### src/rtl/alu_chk_fifo.sv
// Synchronous FIFO for expected results; head word is visible combinationally so it
// can be compared on the same edge that pops it. Overflow/underflow requests are ignored.
module alu_chk_fifo #(
  parameter int DATA_WIDTH = 17,
  parameter int DEPTH      = 8
) (
  input  logic                     clk,
  input  logic                     reset,
  input  logic                     flush,
  input  logic                     push,
  input  logic [DATA_WIDTH-1:0]    push_data,
  input  logic                     pop,
  output logic [DATA_WIDTH-1:0]    head,
  output logic                     full,
  output logic                     empty,
  output logic [$clog2(DEPTH):0]   level
);

  localparam int AW = $clog2(DEPTH);
  localparam logic [AW:0] DEPTH_LVL = (AW + 1)'(DEPTH);

  logic [DATA_WIDTH-1:0] mem [DEPTH];
  logic [AW-1:0]         wr_ptr;
  logic [AW-1:0]         rd_ptr;
  logic [AW:0]           count;
  logic                  do_push;
  logic                  do_pop;

  assign full    = (count == DEPTH_LVL);
  assign empty   = (count == '0);
  assign level   = count;
  assign head    = mem[rd_ptr];
  assign do_push = push && !full && !flush;
  assign do_pop  = pop && !empty && !flush;

  // Pointers are exactly AW bits wide, so increment wraps modulo DEPTH.
  always_ff @(posedge clk or posedge reset) begin
    if (reset) begin
      wr_ptr <= '0;
      rd_ptr <= '0;
      count  <= '0;
    end else if (flush) begin
      wr_ptr <= '0;
      rd_ptr <= '0;
      count  <= '0;
    end else begin
      if (do_push) wr_ptr <= wr_ptr + 1'b1;
      if (do_pop)  rd_ptr <= rd_ptr + 1'b1;
      unique case ({do_push, do_pop})
        2'b10:   count <= count + 1'b1;
        2'b01:   count <= count - 1'b1;
        default: count <= count;
      endcase
    end
  end

  always_ff @(posedge clk) begin
    if (do_push) mem[wr_ptr] <= push_data;
  end

endmodule

### config.mk
export PLATFORM = sky130hd
export DESIGN_NAME = alu_chk_fifo
export DESIGN_NICKNAME = d
export VERILOG_FILES = /design/src/rtl/alu_chk_fifo.sv
export SDC_FILE = /design/constraint.sdc
export NUM_CORES = 1
export LEC_CHECK = 0
export CAP_MARGIN = 20
export CORE_UTILIZATION = 55
export CTS_CLUSTER_DIAMETER = 40
export DETAILED_ROUTE_END_ITERATION = 16
export PLACE_DENSITY = 0.8
export SYNTH_ARGS = -nofsm -noshare
export SYNTH_HDL_FRONTEND = slang
export SYNTH_SLANG_ARGS = --single-unit
### constraint.sdc
create_clock -name clk -period 3.4 [get_ports clk]
set_input_delay 0.68 -clock clk [delete_from_list [all_inputs] [get_ports clk]]
set_output_delay 0.68 -clock clk [all_outputs]
set_load 0.01 [all_outputs]
After elaboration in Yosys (flattened, before gate mapping). Memories as Yosys holds them, arrays and structs flattened. Index checks and enable logic that the tools add are counted.

Flip-flop bits (word level): 10. Latch bits: 0. RAM bits: 136. Memory bits (read-only): 0. Input bits: 22. Output and inout port bits: 23. Word-level logic and storage cells: 30. Memories: 1.

Add/sub/neg operators: 4. Multiply operators: 0. Divide/modulo/power cells: 0. Order comparisons: 0. Equality and inequality tests: 3. Shift-type cells: 0. Muxes and demuxes: 8. Bitwise gates (word level): 0. Reduce and logical (&&, ||, !) cells: 11.

Memories: mem (words 8, bits a word 17, rd ports 1, clocked after Yosys merged registers in 0, wr ports 1, line 22) `logic [DATA_WIDTH-1:0] mem [DEPTH];`.

Operator list (count): $mux 3 (4); $pmux 4 s2 (1); $add 3x1->3 const B (2); $add 4x1->4 const B (1); $eq 4x4->1 const B (1); $logic_and 1x1->1 (4); $logic_not 4->1 (1); $mux 4 (1); $reduce_bool 2->1 (2); $sub 4x1->4 const B (1); $logic_not 1->1 (3); $reduce_bool 3->1 (1); $eq 2x1->1 const B (1); $eq 2x2->1 const B (1); $mux 1 (2).

Depth between registers and ports, before layout.
Word-level depth: 7. Depth in mapped cells: 10. Mapped depth without buffers: 8.

Worst setup path before layout. OpenSTA, ideal clock, no wires.

Kind: input to register. Start point: input push. End point: memory mem[0][0] (enable). Setup time: 0.412 ns. Arrival time: 2.664 ns. Data required time: 2.988 ns. Slack: 0.323 ns. Cell stages on the path: 4. Path buffers: 1. Path through: clkbuf_1 > nand2_1 > or3_1 > nor3_1.

Cells in the longest elaborated chain, start to end: 4.

Ends and longest elaborated chain: start: declaration (line 10) `input logic push,`; $logic_and 1x1->1 (2 in series) (line 33) `assign do_push = push && !full && !flush;`; $mux 1 (line 58) `if (do_push) mem[wr_ptr] <= push_data;`; $mux 1 (implied by the code) (line 58); end: declaration (line 22).

No other way between the ends.

Final worst setup path.
Start point: register rd_ptr[0]. End point: output head[15].

Cells in the longest elaborated chain, start to end: 1.

Ends and longest elaborated chain: start: declaration (line 24) `logic [AW-1:0] rd_ptr;`; start signal: assignment (line 48) `if (do_pop) rd_ptr <= rd_ptr + 1'b1;`; $mem_v2 8x17; end: declaration (line 13) `output logic [DATA_WIDTH-1:0] head,`.

No other way between the ends.

==> reports/metrics.yaml <==
die_area_mm2: 0.01099
synth_cell_types: 36
fin_ws_ns: 0.1079
synth_area_mm2: 0.005818
io-pin-count: 45
vias: 2872
track_usage_pct: 21.10
rows: 37
synth_seq_cells: 146
finalPower_mw: 4.948
syn_nets: 302
drive_above_1_share_pct: 31.11
hold_buffers: 0
clkTransAtPathRegs_ns: 0.07
die_h_um: 104.9
cts_setup_buffers: 0
cts_resized: 1
drt-total-wl_mm: 10.55
slew_headroom_pct: 67.66
finalNonFillerCells: 496
clockRootBuffer: "clkbuf_8"
n_antenna_cell: 0
p_leak_nw: 2.371
htreeDepth: 4
grt_pass1_wl_mm: 16.57
path_max_fanout: 13
final_util_pct: 69.43
async_flop_share_pct: 6.849
cts_made_buffers: 17
critPathRequiredTime_ns: 2.72
routed_via_density: 5.790
peakVddDrop_mv: 0.4720
grt_start_max_net_pins: 27
critPathLaunchType: "flip-flop"
clockBufferDepth: 2
tns_ns: 0
fin_nets: 374
drv_cap: 0
dp_cells: 464
antenna_found_initial: 0
hold_path_class: "input port to asynchronous set/reset pin"
initial_core_util_pct: 56.61
setup_viol_count_final: 0
hold_viol: 0
postSynthAreaPerCell_um2: 21.16
io_buffer_count: 44
area_growth_pct: 22.65
ant_nets: 0
cts_tree: "built"
drtIter0Drc: 201
grt_pass1_vias: 3007
reg2regPathDepth: 8
detail_route.first_pass.iterations: 6
path_class: "flip-flop to primary output"
place_congestion: 0.7329
coreArea_mm2: 0.01028
die_w_um: 104.9
maxSlewViolCount: 0
synth_ff_type: "edfxtp_1"
n_fill_cell: 632
end_kind: "primary output"
r2r_slack_ns: 0.39
synth_edf_count: 136
synthCells: 275
arrival_ns: 2.61
fmax_mhz: 303.8
clock-skew-final_ns: 0.01006
min_period_over_period_pct: 96.83
cts.sinks: 146
worst_pin_slew_ns: 0.4835
gr-total-overflow: 0
p_per_area_mw_per_mm2: 693.4
yosysWarnings: 0
wl_per_cell_um: 21.26
status: "completed"
rsz0062_at_grt: "false"
pre_cts_ws_ns: 0.2663
clkLatencyLatePin_ns: 0.50
dpl.hpwl_mm: 6.364
ys_seq_area_share_pct: 74.49
remaining_drc_errors: 0
period_needed_ns: 3.292
-- cell families after synthesis --
logic type                 after synthesis  share of synthesized area, %
and+or+nand+nor                         36                         3.204
DFF                                    146                         74.49
muxes                                   55                         17.14
adders and majority gates                5                         1.204
xor gates and xnor gates                 6                        0.9034
buffers and inverters                   17                         1.333
AOI/OAI and AO/OA                       10                         1.720
-- metrics by stage --
stage	cell area (um^2)	hold WS, ns
6_report	7136	0.4560
4_1_cts	7136	0.4543
2_1_floorplan	5818	0.5202
3_3_place_gp	6571	0.5724
3_5_place_dp	6571	0.6090
5_1_grt	7136	0.5032
-- metal layers --
| layer | track usage, % | vias up | share of wire [%] |
|---|---|---|---|
| met5 | 0 | - | 0 |
| met4 | 7.948 | 0 | 1.1 |
| met3 | 5.178 | 11 | 5.2 |
| met2 | 34.86 | 87 | 52 |
| met1 | 27.38 | 1497 | 41 |
| li1 | - | 1277 | - |
-- power breakdown --
part	switching, mW	internal (mW)
Sequential	0.117	2.05
Clock	0.745	0.993
Combinational	0.429	0.611
Total	1.29	3.66
-- Yosys cell counts (3+ instances only) --
| cell type | instances | area [um^2] |
|---|---|---|
| xor2_1 | 3 | 26.28 |
| nand2_1 | 3 | 11.26 |
| edfxtp_1 | 136 | 4084 |
| mux4_2 | 34 | 765.7 |
| ha_1 | 4 | 50.05 |
| nor2_1 | 16 | 60.06 |
| clkbuf_1 | 7 | 26.28 |
| mux2i_1 | 4 | 40.04 |
| dfrtp_1 | 10 | 250.2 |
| inv_1 | 3 | 11.26 |
| mux2_2 | 17 | 191.4 |
| buf_2 | 5 | 25.02 |
| xnor2_1 | 3 | 26.28 |
| nor3_1 | 3 | 15.01 |
-- cell usage in the layout, fill, tap and decap left out, types with 5 or more instances in the layout --
cell and instances:
buf_4 21, edfxtp_1 136, nor2_1 16, clkdlybuf4s50_1 44
clkbuf_16 16, dfrtp_1 9, inv_6 5, mux2_2 17
mux4_2 34
-- cell type report --
type	instances	area, um^2	area share (%)
Clock buffer	18	417.9	5.857
Multi-Input combinational cell	112	1416	19.85
Clock inverter	14	143.9	2.016
Sequential cell	146	4338	60.79
Inverter	3	11.26	0.1578
Timing Repair Buffer	67	638.1	8.943
Tap cell	136	170.2	2.385
-- final timing paths --
check,start,to
worst max-delay path,rd_ptr[0]$_DFFE_PP0P_,head[15]
worst min-delay path,reset,level[2]$_DFFE_PP0P_
worst max register to register,level[0]$_DFFE_PP0P_,level[3]$_DFFE_PP0P_
worst min register to register,wr_ptr[0]$_DFFE_PP0P_,wr_ptr[0]$_DFFE_PP0P_
max in group asynchronous,reset,rd_ptr[0]$_DFFE_PP0P_
min in group clk,wr_ptr[0]$_DFFE_PP0P_,wr_ptr[0]$_DFFE_PP0P_
-- critical path, cell delays in order (launching register included) --
cell             delay [ns]
dfrtp_4                0.59
buf_12                 0.21
mux4_2                 0.51
mux2_2                 0.28
clkdlybuf4s50_1        0.50
-- flip-flops by register name, indices dropped and copies added (netlist names) --
register / count
rd_ptr: 3
level: 4
mem: 136
wr_ptr: 3
Power figures use the tool's default switching activity.
